$ cat config.mk
export PLATFORM = sky130hd
export DESIGN_NAME = pong_ball_engine
export DESIGN_NICKNAME = d
export VERILOG_FILES = /design/src/rtl/pong_pkg.sv /design/src/rtl/pong_score_counter.sv /design/src/rtl/pong_ball_engine.sv
export SDC_FILE = /design/constraint.sdc
export NUM_CORES = 1
export LEC_CHECK = 0
export CORE_UTILIZATION = 35
export DETAILED_ROUTE_END_ITERATION = 6
export GPL_ROUTABILITY_DRIVEN = 0
export MAX_ROUTING_LAYER = met4
export SLEW_MARGIN = 10
export SYNTH_ARGS = -nofsm -noshare
export SYNTH_HDL_FRONTEND = slang
export SYNTH_HIERARCHICAL = 1
export SYNTH_SLANG_ARGS = --single-unit
export TNS_END_PERCENT = 30
$ cat constraint.sdc
create_clock -name clk -period 5.7 [get_ports clk]
set_input_delay 1.14 -clock clk [delete_from_list [all_inputs] [get_ports clk]]
set_output_delay 1.14 -clock clk [all_outputs]
set_load 0.03 [all_outputs]
$ cat src/rtl/pong_pkg.sv
// Shared FSM state, direction encodings, default playfield geometry and the
// saturating 11-bit coordinate helpers used by the pong ball engine.
package pong_pkg;

  typedef enum logic [1:0] {
    SERVE_WAIT = 2'd0,
    MOVE       = 2'd1,
    SCORED     = 2'd2,
    DONE       = 2'd3
  } state_e;

  typedef enum logic {
    DX_LEFT  = 1'b0,
    DX_RIGHT = 1'b1
  } dx_e;

  typedef enum logic {
    DY_UP   = 1'b0,
    DY_DOWN = 1'b1
  } dy_e;

  localparam int unsigned X_MAX_DEF      = 639;
  localparam int unsigned Y_MAX_DEF      = 479;
  localparam int unsigned BALL_R_DEF     = 5;
  localparam int unsigned P1_X_DEF       = 35;
  localparam int unsigned P2_X_DEF       = 605;
  localparam int unsigned PAD_HALF_DEF   = 45;
  localparam int unsigned SPEED_INIT_DEF = 4;
  localparam int unsigned SPEED_MAX_DEF  = 12;
  localparam int unsigned WIN_SCORE_DEF  = 9;

  // One spare bit above the 10-bit screen range so sums never wrap.
  localparam int COORD_W = 11;
  localparam int SPEED_W = 4;

  typedef logic [COORD_W-1:0] coord_t;
  typedef logic [SPEED_W-1:0] speed_t;

  function automatic coord_t abs_diff(input coord_t a, input coord_t b);
    return (a >= b) ? (a - b) : (b - a);
  endfunction

  function automatic coord_t sat_sub(input coord_t a, input coord_t b);
    return (a > b) ? (a - b) : '0;
  endfunction

  function automatic coord_t sat_add(input coord_t a, input coord_t b, input coord_t lim);
    return ((a + b) > lim) ? lim : (a + b);
  endfunction

  function automatic logic [9:0] to_pix(input coord_t v);
    return (v > coord_t'(1023)) ? 10'h3FF : v[9:0];
  endfunction

endpackage

$ cat src/rtl/pong_score_counter.sv
// Saturating 4-bit player score with synchronous clear and a reached-win flag.
module pong_score_counter
  import pong_pkg::*;
#(
  parameter int unsigned WIN_SCORE = WIN_SCORE_DEF
) (
  input  logic       clk,
  input  logic       reset,
  input  logic       inc,
  input  logic       clear,
  output logic [3:0] count,
  output logic       reaches_win
);

  localparam logic [3:0] WIN_C = 4'(WIN_SCORE);

  logic [3:0] count_q, count_d;

  always_comb begin
    // NOTE: default first, so no path through this block leaves count_d unassigned (no latch).
    count_d = count_q;
    if (clear) begin
      count_d = '0;
    end else if (inc && (count_q != 4'hF)) begin
      count_d = count_q + 4'd1;
    end
  end

  // NOTE: state registers use non-blocking assignments so every flop samples pre-edge values.
  always_ff @(posedge clk or negedge reset) begin
    if (!reset) begin
      count_q <= '0;
    end else begin
      count_q <= count_d;
    end
  end

  assign count       = count_q;
  assign reaches_win = (count_q == WIN_C);

endmodule

$ cat src/rtl/pong_ball_engine.sv
// Pong ball engine: serve/move/score FSM, wall and paddle bounces, ball overlay.
// Define BALL_SPEEDUP_EN to make each paddle hit raise the ball speed up to SPEED_MAX.
module pong_ball_engine
  import pong_pkg::*;
#(
  parameter int unsigned X_MAX      = X_MAX_DEF,
  parameter int unsigned Y_MAX      = Y_MAX_DEF,
  parameter int unsigned BALL_R     = BALL_R_DEF,
  parameter int unsigned P1_X       = P1_X_DEF,
  parameter int unsigned P2_X       = P2_X_DEF,
  parameter int unsigned PAD_HALF   = PAD_HALF_DEF,
  parameter int unsigned SPEED_INIT = SPEED_INIT_DEF,
  parameter int unsigned SPEED_MAX  = SPEED_MAX_DEF,
  parameter int unsigned WIN_SCORE  = WIN_SCORE_DEF
) (
  input  logic       clk,
  input  logic       reset,
  input  logic       tick,
  input  logic       serve,
  input  logic [9:0] p1_position,
  input  logic [9:0] p2_position,
  input  logic [9:0] pixel_x,
  input  logic [9:0] pixel_y,
  output logic [9:0] ball_x,
  output logic [9:0] ball_y,
  output logic       b_display,
  output logic [3:0] p1_score,
  output logic [3:0] p2_score,
  output logic       hit,
  output logic       point,
  output logic       game_over
);

  localparam coord_t CX    = coord_t'((X_MAX + 1) / 2);
  localparam coord_t CY    = coord_t'((Y_MAX + 1) / 2);
  localparam coord_t X_LIM = coord_t'(X_MAX);
  localparam coord_t Y_LIM = coord_t'(Y_MAX);
  localparam coord_t R_C   = coord_t'(BALL_R);
  localparam coord_t Y_TOP = coord_t'(BALL_R);
  localparam coord_t Y_BOT = coord_t'(Y_MAX - BALL_R);
  localparam coord_t P1_C  = coord_t'(P1_X);
  localparam coord_t P2_C  = coord_t'(P2_X);
  localparam coord_t PAD_C = coord_t'(PAD_HALF);
  localparam speed_t SPEED_START =
    speed_t'((SPEED_INIT < SPEED_MAX) ? SPEED_INIT : SPEED_MAX);

  state_e     state_q, state_d;
  logic [9:0] ball_x_q, ball_x_d;
  logic [9:0] ball_y_q, ball_y_d;
  dx_e        dx_q, dx_d;
  dy_e        dy_q, dy_d;
  dx_e        serve_dir_q, serve_dir_d;
  logic       hit_q, hit_d;
  logic       point_q, point_d;

  coord_t bx, by, px, py, p1_row, p2_row, pad_row, spd, nx, ny;
  dx_e    ndx;
  dy_e    ndy;
  logic   at_paddle, on_paddle;
  logic   p1_inc, p2_inc, score_clr, p1_win, p2_win;
  speed_t speed;

  assign bx     = coord_t'(ball_x_q);
  assign by     = coord_t'(ball_y_q);
  assign px     = coord_t'(pixel_x);
  assign py     = coord_t'(pixel_y);
  assign p1_row = coord_t'(p1_position);
  assign p2_row = coord_t'(p2_position);
  assign spd    = coord_t'(speed);

`ifdef BALL_SPEEDUP_EN
  localparam speed_t SPEED_CEIL = speed_t'(SPEED_MAX);

  speed_t speed_q, speed_d;

  always_comb begin
    speed_d = speed_q;
    if ((state_q == SERVE_WAIT) && serve) begin
      speed_d = SPEED_START;
    end else if ((state_q == MOVE) && tick && at_paddle && on_paddle && (speed_q < SPEED_CEIL)) begin
      speed_d = speed_q + speed_t'(1);
    end
  end

  always_ff @(posedge clk or negedge reset) begin
    if (!reset) begin
      speed_q <= SPEED_START;
    end else begin
      speed_q <= speed_d;
    end
  end

  assign speed = speed_q;
`else
  assign speed = SPEED_START;
`endif

  // Candidate next position/direction for one tick of motion; the FSM decides whether to commit it.
  always_comb begin
    ny  = by;
    ndy = dy_q;
    if (dy_q == DY_UP) begin
      if (by <= (Y_TOP + spd)) begin
        ny  = Y_TOP;
        ndy = DY_DOWN;
      end else begin
        ny = sat_sub(by, spd);
      end
    end else begin
      if ((by + spd) >= Y_BOT) begin
        ny  = Y_BOT;
        ndy = DY_UP;
      end else begin
        ny = sat_add(by, spd, Y_LIM);
      end
    end

    pad_row   = (dx_q == DX_LEFT) ? p1_row : p2_row;
    at_paddle = (dx_q == DX_LEFT) ? (bx <= (P1_C + spd)) : ((bx + spd) >= P2_C);
    on_paddle = (abs_diff(by, pad_row) <= PAD_C);

    nx  = (dx_q == DX_LEFT) ? sat_sub(bx, spd) : sat_add(bx, spd, X_LIM);
    ndx = dx_q;
    // A paddle hit overrides the wall's vertical direction but keeps its row.
    if (at_paddle && on_paddle) begin
      nx  = (dx_q == DX_LEFT) ? P1_C : P2_C;
      ndx = (dx_q == DX_LEFT) ? DX_RIGHT : DX_LEFT;
      ndy = (by < pad_row) ? DY_UP : DY_DOWN;
    end
  end

  always_comb begin
    state_d     = state_q;
    ball_x_d    = ball_x_q;
    ball_y_d    = ball_y_q;
    dx_d        = dx_q;
    dy_d        = dy_q;
    serve_dir_d = serve_dir_q;
    hit_d       = 1'b0;
    point_d     = 1'b0;
    p1_inc      = 1'b0;
    p2_inc      = 1'b0;
    score_clr   = 1'b0;

    unique case (state_q)
      SERVE_WAIT: begin
        ball_x_d = to_pix(CX);
        ball_y_d = to_pix(CY);
        if (serve) begin
          state_d = MOVE;
          dx_d    = serve_dir_q;
          dy_d    = DY_DOWN;
        end
      end

      MOVE: begin
        if (tick) begin
          ball_x_d = to_pix(nx);
          ball_y_d = to_pix(ny);
          dx_d     = ndx;
          dy_d     = ndy;
          if (at_paddle && on_paddle) begin
            hit_d = 1'b1;
          end else if (at_paddle) begin
            point_d = 1'b1;
            state_d = SCORED;
            // The next serve heads toward whoever just lost the point.
            if (dx_q == DX_LEFT) begin
              p2_inc      = 1'b1;
              serve_dir_d = DX_LEFT;
            end else begin
              p1_inc      = 1'b1;
              serve_dir_d = DX_RIGHT;
            end
          end
        end
      end

      SCORED: begin
        if (tick) begin
          ball_x_d = to_pix(CX);
          ball_y_d = to_pix(CY);
          state_d  = (p1_win || p2_win) ? DONE : SERVE_WAIT;
        end
      end

      DONE: begin
        ball_x_d = to_pix(CX);
        ball_y_d = to_pix(CY);
        if (serve) begin
          score_clr = 1'b1;
          state_d   = SERVE_WAIT;
        end
      end
    endcase
  end

  always_ff @(posedge clk or negedge reset) begin
    if (!reset) begin
      state_q     <= SERVE_WAIT;
      ball_x_q    <= to_pix(CX);
      ball_y_q    <= to_pix(CY);
      dx_q        <= DX_LEFT;
      dy_q        <= DY_DOWN;
      serve_dir_q <= DX_LEFT;
      hit_q       <= 1'b0;
      point_q     <= 1'b0;
    end else begin
      state_q     <= state_d;
      ball_x_q    <= ball_x_d;
      ball_y_q    <= ball_y_d;
      dx_q        <= dx_d;
      dy_q        <= dy_d;
      serve_dir_q <= serve_dir_d;
      hit_q       <= hit_d;
      point_q     <= point_d;
    end
  end

  pong_score_counter #(.WIN_SCORE(WIN_SCORE)) u_p1_score (
    .clk         (clk),
    .reset       (reset),
    .inc         (p1_inc),
    .clear       (score_clr),
    .count       (p1_score),
    .reaches_win (p1_win)
  );

  pong_score_counter #(.WIN_SCORE(WIN_SCORE)) u_p2_score (
    .clk         (clk),
    .reset       (reset),
    .inc         (p2_inc),
    .clear       (score_clr),
    .count       (p2_score),
    .reaches_win (p2_win)
  );

  // Sums on both sides avoid an unsigned underflow near the screen edges.
  assign b_display = ((px + R_C) >= bx) && ((bx + R_C) >= px) &&
                     ((py + R_C) >= by) && ((by + R_C) >= py);

  assign ball_x    = ball_x_q;
  assign ball_y    = ball_y_q;
  assign hit       = hit_q;
  assign point     = point_q;
  assign game_over = (state_q == DONE);

endmodule

# Word level (Yosys, flattened, before mapping)
# Cells that the tools add are included.
# totals
output_inout_bits,32
reg_bits,35
elab_cells,135
input_bits,44
# classes
n_lt_le_gt_ge,17
mux,64
reduce_logical,17
eq_ne,14
addsub,12
bitwise,1
# ops
operator,n
2-to-1 mux 11 bit,10
2-to-1 mux 10 bit,8
adder 10 x 3 -> 11 bit (second input constant),6
case mux 10 bit (3 select lines),2
greater-or-equal comparator 11 x 10 -> 1 bit,4
> comparator 11 x 10 -> 1 bit (second input constant),3
2-to-1 mux 1 bit,30
subtractor 10 x 10 -> 11 bit,2
subtractor 10 x 3 -> 11 bit (second input constant),2
> comparator 10 x 3 -> 1 bit (second input constant),2
2-to-1 mux 4 bit,4
2-to-1 mux 2 bit,7
inequality test 2 bit (second input constant),7
greater-or-equal comparator 11 x 10 -> 1 bit (second input constant),1
greater-or-equal comparator 11 x 9 -> 1 bit (second input constant),1
> comparator 11 x 9 -> 1 bit (second input constant),1
<= comparator 11 x 6 -> 1 bit (second input constant),1
greater-or-equal comparator 10 bit,1
<= comparator 10 x 4 -> 1 bit (second input constant),1
<= comparator 10 x 6 -> 1 bit (second input constant),1
< comparator 10 bit,1
adder 4 x 1 -> 4 bit (second input constant),2
== test 4 bit (second input constant),2
inequality test 4 bit (second input constant),2
other kinds (14),24

# Logic depth before layout (Yosys ltp)
# depth
ltp_word,11
mapped_depth,19
ltp_nobuf,17

# Modules after synthesis
# The synthesis kept the hierarchy.
# by_module_without_submodules
mod,instances,cells_per_inst,seq_area_each_um2,area_each_um2
pong_ball_engine,1,663,684.4,5018.6
pong_score_counter,2,23,100.1,226.5

# Worst setup path before layout
# No wires, ideal clock.
# synth_path
kind,input-to-output
from,in pixel_x[4]
to,out b_display
setup_slack_ns,0.591
cell_stages,11
t_required_ns,4.560
t_arrival_ns,3.969
path_buffers,0
cell_sequence,inv_1 > nor3_1 > or4b_2 > xnor2_1 > ha_1 > a21oi_1 > o41ai_1 > a21oi_1 > nor4_1 > nand2_1 > nor4_1
# synth_via
elab_chain_len,5
elab_cells_between_ends,6
cone_classes,add/sub: 1; order compare: 2; reduce/logical: 3
# synth_rtl
item,line_no,source
start: declaration,pong_ball_engine.sv:22,"input logic [9:0] pixel_x,"
adder 10 x 3 -> 11 bit,pong_ball_engine.sv:239,assign b_display = ((px + R_C) >= bx) && ((bx + R_C) >= px) &&
greater-or-equal comparator 11 x 10 -> 1 bit,pong_ball_engine.sv:239,
logical AND 1 bit * (2 in series),pong_ball_engine.sv:239,
logical AND 1 bit *,pong_ball_engine.sv:240,((py + R_C) >= by) && ((by + R_C) >= py);
end: declaration,pong_ball_engine.sv:26,"output logic b_display,"
# Every way passes the cells marked *; elsewhere a longest branch is shown, timed or not.

# Worst setup path in the final report
# layout_path
from,in pixel_y[2]
to,out b_display
# layout_via
elab_chain_len,4
elab_cells_between_ends,5
cone_classes,add/sub: 1; order compare: 2; reduce/logical: 2
# layout_rtl
item,line_no,source
start: declaration,pong_ball_engine.sv:23,"input logic [9:0] pixel_y,"
adder 10 x 3 -> 11 bit,pong_ball_engine.sv:240,
greater-or-equal comparator 11 x 10 -> 1 bit,pong_ball_engine.sv:240,
logical AND 1 bit,pong_ball_engine.sv:239,
logical AND 1 bit *,pong_ball_engine.sv:240,
# Marks and branches as above.

==> flow_summary_export.csv <==
group,metric,value,unit
global_route,grt-ovfl-total,0,
clocking,cts_sinks,35,
critical_path,ff2ff_path_depth,14,
pwr,p_switching,1361,uW
layout,design_area,0.006491,mm2
worst_hold_path,hp-class,"register to register",
critical_path,worst-setup-path-type,"input pin to primary output",
critical_path,rrSetupSlack,1.12,ns
yosys,yosysMostFrequentCell,"ha_1",
layout,areaGrowthSynthToFinish,18.64,%
yosys,synth-edff-count,0,
die,die_area,0.01614,mm2
die,io_pins,76,
yosys,synth_area_leader_cell,"ha_1",
critical_path,cp_max_fo,5,
critical_path,rr_startpoint,"dx_q",
yosys,post_synth.cell_area_avg,7.717,um2
yosys,ys_seq_area_share,16.17,%
yosys,synth-seq-cells,35,
route,firstDrtPassIters,5,
placement,portBuffers,75,
clocking,post_cts_resize_count,0,
route,wirelength,15850,um
die,start_util,35.99,%
timing,rsz0062_at_grt,"false",
yosys,synth_fp_nets,834,
timing,setup_viol,0,
pwr,p_comb_share,68.7,%
timing,relSlewSlack,45.07,%
yosys,synth_area_leaders,"ha_1 18%, dfrtp_1 13%, xnor2_1 6.9%",
timing,worst_pin_slew,0.8234,ns
critical_path,regToRegEndpoint,"u_p2_score/count[3]",
layout,fill_cells,1502,
yosys,synthTopCellsByCount,"79 x ha_1, 64 x a21oi_1, 63 x inv_1",
yosys,synth_top_flop_cell,"dfrtp_1",
yosys,ys.warnings.count,6,
global_route,antenna_found_initial,0,
critical_path,crit_start,"pixel_y[2]",
layout,num_antenna_cells,0,
pwr,power_density,402.3,mW/mm2
route,routed_via_density,5.796,
route,ant_nets,0,
layout,drive_above_1_share,5.359,%
yosys,yosysTopAreaCellShare,18.07,%
clocking,cts_buffer_depth,2,
global_route,grt_max_degree,36,
yosys,ys_types,76,
timing,fin_crit_sh,95.46,%
route,vias,5524,
clocking,cts_tree,"built",
global_route,grt_pass1_wl,26090,um
clocking,clkLatencyLatePin,0.28,ns
die,placementRows,45,
pwr,seqPwrFrac,20.6,%
worst_hold_path,holdCritStartpoint,"serve_dir_q",
global_route,grt_pass1_vias,5359,
layout,finalNetCount,889,
pwr,clkPwrFrac,10.7,%
route,drc_errors,0,
timing,fin_setup_tns,0,ns
pwr,p_int,1251,uW
die,die_w,127.0,um
timing,fmax,183.8,MHz
critical_path,worstSetupStartpointType,"input pin",
route,drt_iter0_markers,492,
route,post_drt_wl_per_cell,16.64,um
clocking,cts_setup_buffers,0,
yosys,postSynthCellCount,709,
timing,finClkSkew,0.005843,ns
yosys,synthesis.area,0.005471,mm2
pwr,max-vdd-ir-drop,260.5,uV
timing,period_minus_slack,5.441,ns
critical_path,critPathArrivalTime,4.30,ns
critical_path,cp-end-kind,"primary output",
worst_hold_path,hold_path_end,"serve_dir_q",
critical_path,crit_required,4.56,ns
flow_run,cap_violations,0,
yosys,async_flop_share,100.0,%
worst_hold_path,whs_path_depth,1,
outcome,outcome,"finished clean",
clocking,htree_levels,2,
clocking,path_clk_slew,0.06,ns
pwr,swShare,52.11,%
clocking,cts-root-buf,"clkbuf_16",
placement,dp_hpwl,12330,um
global_route,grt_usage,20.33,%
placement,place_area,0.006342,mm2
pwr,p_leak,0.002804,uW
clocking,cts_buffers,5,
clocking,ctsHoldBuffers,0,
timing,hold_viol,0,
die,die-height,127.0,um
timing,drv_slew,0,
die,fp.coreArea,0.01520,mm2
[cell families after synthesis]
group | share of synthesized area (%)
AND/OR/NAND/NOR | 21.27
AO/OA/AOI/OAI | 26.16
buffers and inverters | 7.340
adder cells (fa/ha/maj) | 18.80
XOR/XNOR | 7.683
flip-flops | 16.17
multiplexers | 2.584
[through the flow]
step,total power (uW),hold WS (ns),cells,setup slack [ns],utilization (%)
after floorplan,1816,0.4565,709,0.5913,-
after global placement,2276,0.4773,945,0.3231,41.72
after CTS,2606,0.5162,953,0.3016,42.70
after detailed placement,2308,0.5031,945,0.3349,41.72
final,2612,0.5170,953,0.2588,42.70
after global routing,2856,0.5386,953,0.05581,42.70
[registers in the layout, summed over array words and instances (netlist names)]
| name | count |
|---|---|
| u_p2_score/count | 4 |
| hit | 1 |
| ball_y | 10 |
| serve_dir_q | 1 |
| ball_x | 10 |
| dx_q | 1 |
| u_p1_score/count | 4 |
| state_q | 2 |
| dy_q | 1 |
| point | 1 |
[cells in the final DEF, fill, tap and decap left out, drive strengths merged, types with 21 or more instances in the layout]
cell           count
nor2              36
o21ai             43
ha                79
a21oi             64
dfrtp             28
xnor2             43
nor3              30
nand3             23
a21o              21
clkdlybuf4s50     74
nand2             47
inv               64
[worst max-delay path, cell delays in order]
cell and delay [ns]:
clkdlybuf4s50_1 0.57, a21oi_1 0.11, nor3_1 0.28, or4b_2 0.64, xnor2_1 0.15, ha_1 0.29, a21oi_1 0.07, o41ai_1 0.10
nor3_1 0.09, nor4_1 0.27, nand2_1 0.09, nor4_1 0.27, buf_4 0.23
[cell type report]
class / count / area (um2) / share of cell area (%)
Clock buffer: 5 / 125.1 / 1.928
Timing Repair Buffer: 80 / 785.8 / 12.10
Multi-Input combinational cell: 575 / 4185 / 64.48
Tap cell: 188 / 235.2 / 3.624
Inverter: 67 / 251.5 / 3.874
Sequential cell: 35 / 884.6 / 13.63
Clock inverter: 3 / 23.77 / 0.3662
[worst max-delay path by stage]
stage / slack [ns] / endpoint / cells past startpoint
floorplan: 0.59 / b_display / 11
global placement: 0.32 / b_display / 13
detailed placement: 0.33 / b_display / 13
CTS: 0.30 / b_display / 13
global route: 0.06 / b_display / 13
finish: 0.26 / b_display / 13
[metal layers]
layer	GRT usage, %	routed length (um)
met1	26.91	7353
met2	32.97	7329
met3	2.889	935
met4	4.342	236
met5	-	0
[power by group through the flow]
stage               logic (uW)  clock network [uW]  registers (uW)
floorplan                 1290                   0             523
global placement          1740                   0             536
detailed placement        1770                   0             540
CTS                       1780                 289             536
global route              2000                 296             562
finish                    1790                 281             537
(Power assumes the default switching activity.)
==> patch (same flow settings) <==
The 4 states of `state_e` get a Gray code encoding in 2 bits.
--- a/src/rtl/pong_pkg.sv
+++ b/src/rtl/pong_pkg.sv
@@ -3,10 +3,10 @@
 package pong_pkg;
 
   typedef enum logic [1:0] {
-    SERVE_WAIT = 2'd0,
-    MOVE       = 2'd1,
-    SCORED     = 2'd2,
-    DONE       = 2'd3
+    SERVE_WAIT = 2'b00,
+    MOVE       = 2'b01,
+    SCORED     = 2'b11,
+    DONE       = 2'b10
   } state_e;
 
   typedef enum logic {
Check against the original RTL: same outputs for any inputs over 10 cycles, from zero or initial values and one cycle with reset low; not proved beyond that.
==> patch against the original RTL <==
Sequential power rose by 17%; combinational power rose by 37%; sequential cell count did not move; area after synthesis fell by 1.6%; cell count fell by 0.63%; final area rose by 0.69%; worst hold slack got worse by 0.037 ns; total power rose by 30%; routed wire length fell by 0.77%; largest cell class unchanged; worst setup slack got worse by 0.020 ns.
==> patch: results (changes against the original RTL) <==
Synth
  • Post-synth top cells: ha_1 (79), inv_1 (62), a21oi_1 (61)
  • Synth Net Count: 821 (-1.6%)
  • Netlist cell types: 73 (-3.9%)
  • Ys Warns: 6 (unchanged)
  • Post-Synthesis Cells: 696 (-1.8%)
  • Ys async rst share: 1.00 (unchanged)
  • Sequential area share after synthesis: 0.164 (+0.00259)
  • Most used DFF post-synth: dfrtp_1
  • Synth area leaders: ha_1 (18%), dfrtp_1 (13%), xnor2_1 (7.3%)

Power
  • Max VDD drop: 0.000199 V (-24%)
  • Pleak: 2.84 nW (+1.4%)
  • Switch share: 0.533 (+0.0123)

Hold path
  • Hold Crit Class: flop to flop
  • WHS Path Cells: 1 (unchanged)
  • Min-Delay Endpoint: serve_dir_q$_DFFE_PN0P_
  • Hold_sp: serve_dir_q$_DFFE_PN0P_

Drt
  • Iter 0 DRT Violations: 368 (-25%)
  • Final WL: 15.7 mm (-0.77%)
  • Post-DR vias/cell: 5.75 (-0.81%)
  • DR pass1 iterations: 5 (unchanged)

Worst setup path
  • RR Endpoint: u_p2_score/count[1]$_DFFE_PN0P_
  • CP arrival: 4.32 ns (+0.02 ns)
  • Max Fanout on Critical Path: 3 (-2)
  • Largest incremental delay on the critical path: 0.49 ns (-0.15 ns)
  • Reg2Reg Setup Slack: 1.24 ns (+0.12 ns)
  • R2r worst-path depth: 14 (unchanged)
  • Crit Reg-Reg Startpoint: dx_q$_DFFE_PN0P_
  • Critical-path top delay cell: clkdlybuf4s50_1

Global routing
  • First-pass GRT wire length: 26.4 mm (+1.3%)
  • Largest net degree at the start of global routing: 36 (unchanged)
  • GRT Overall Usage: 0.206 (+0.00271)
  • Initial antenna violation count: 0 (unchanged)
  • Vias in the first global route: 5467 (+2.0%)

Placed design
  • DP HPWL: 12.2 mm (-0.65%)
  • Dpl cells: 939 (-0.63%)
  • I/O Buffers: 75 (unchanged)

Clock network
  • H-tree Lvls: 2 (unchanged)
  • Root buf cell: clkbuf_16
  • CTS clk-pin slew, worst paths: 0.06 ns (about the same)
  • CTS Buffer Depth: 2 (unchanged)
  • Worst-Skew Late Latency: 0.28 ns (about the same)
  • TritonCTS Buffers: 5 (unchanged)

STA
  • Worst rel slew slack: 0.439 (-0.0122)
  • Setup Skew: 0.00895 ns (+0.00311 ns)
  • Final setup fails: 0 (unchanged)

Finish
  • Ant diodes: 0 (unchanged)
  • Final cell count without fillers: 947 (-0.63%)
  • Fill cells: 1503 (+0.067%)
  • Layout cells sized above 1: 0.0682 (+0.0146)
  • Layout net count: 887 (-0.22%)

Flow run
  • Maximum capacitance violations: 0 (unchanged)

Outcome
  • Outcome: finished, final reports clean
patch: cell types whose count changed in the layout (fill, tap and decap cells not counted), moves of 4 or more:
cell | before | now
nor3_1 | 29 | 25
a21oi_1 | 64 | 59
a31oi_1 | 7 | 3
buf_4 | 6 | 12
a31o_2 | 4 | 0
or4_1 | 0 | 4
nand3_1 | 21 | 25
nor2_1 | 36 | 44
patch: cell families after synthesis:
family	synth area share
mux	0.0260
flops	0.164
xor+xnor	0.0813
simple gates	0.213
compound gates	0.253
fa+ha+maj	0.191
buf+inv	0.0718
patch: critical path, delay by kind of cell:
kind | cells | cell delay (ns)
and+or+nand+nor | 5 | 1.57
AOI/OAI and AO/OA | 4 | 0.33
xor gates and xnor gates | 1 | 0.14
adders and majority gates | 1 | 0.30
buffers and inverters | 4 | 0.85
patch: metal layers:
metal	up-vias	global-route usage	part of all wire
met5	-	-	0
met4	0	0.0588	0.017
met3	20	0.0183	0.044
met2	172	0.353	0.49
met1	2584	0.258	0.45
li1	2669	-	-
patch: how the worst max path moves through the flow:
stage / startpoint / end
final: pixel_x[3] / b_display
after global routing: pixel_x[3] / b_display
after CTS: pixel_x[0] / b_display
after detailed placement: pixel_x[0] / b_display
after global placement: pixel_x[0] / b_display
after floorplan: pixel_x[4] / b_display
patch: timing repair:
item,4_1_cts,5_1_grt
setup endpoints to repair,0,1
gates resized for setup,0,11
setup buffers,0,0
patch: stage by stage:
step	setup TNS, ns	setup WS [ns]	cell area, um^2	total power [mW]	hold WS, ns
4_1_cts	0	0.0346	6490	3.38	0.486
3_5_place_dp	0	0.0466	6320	3.05	0.472
5_1_grt	-0.00629	-0.00629	6540	3.70	0.499
6_report	0	0.239	6540	3.39	0.480
3_3_place_gp	0	0.0705	6320	3.01	0.465
2_1_floorplan	0	0.260	5390	2.37	0.451
patch: power groups by stage:
stage / sequential, mW / clock (mW) / combinational [mW]
floorplan: 0.632 / 0 / 1.74
global placement: 0.624 / 0 / 2.39
detailed placement: 0.625 / 0 / 2.42
CTS: 0.624 / 0.316 / 2.44
global route: 0.657 / 0.328 / 2.72
finish: 0.626 / 0.310 / 2.46
patch: area by class of cell:
| class | count | area (um^2) | area share |
|---|---|---|---|
| repair buffers | 87 | 858 | 0.131 |
| clock buffers | 5 | 125 | 0.0191 |
| inverters | 64 | 240 | 0.0368 |
| clock inverters | 3 | 43.8 | 0.00670 |
| multi-input cells | 569 | 4150 | 0.636 |
| well taps | 184 | 230 | 0.0352 |
| flip-flops and latches | 35 | 885 | 0.135 |
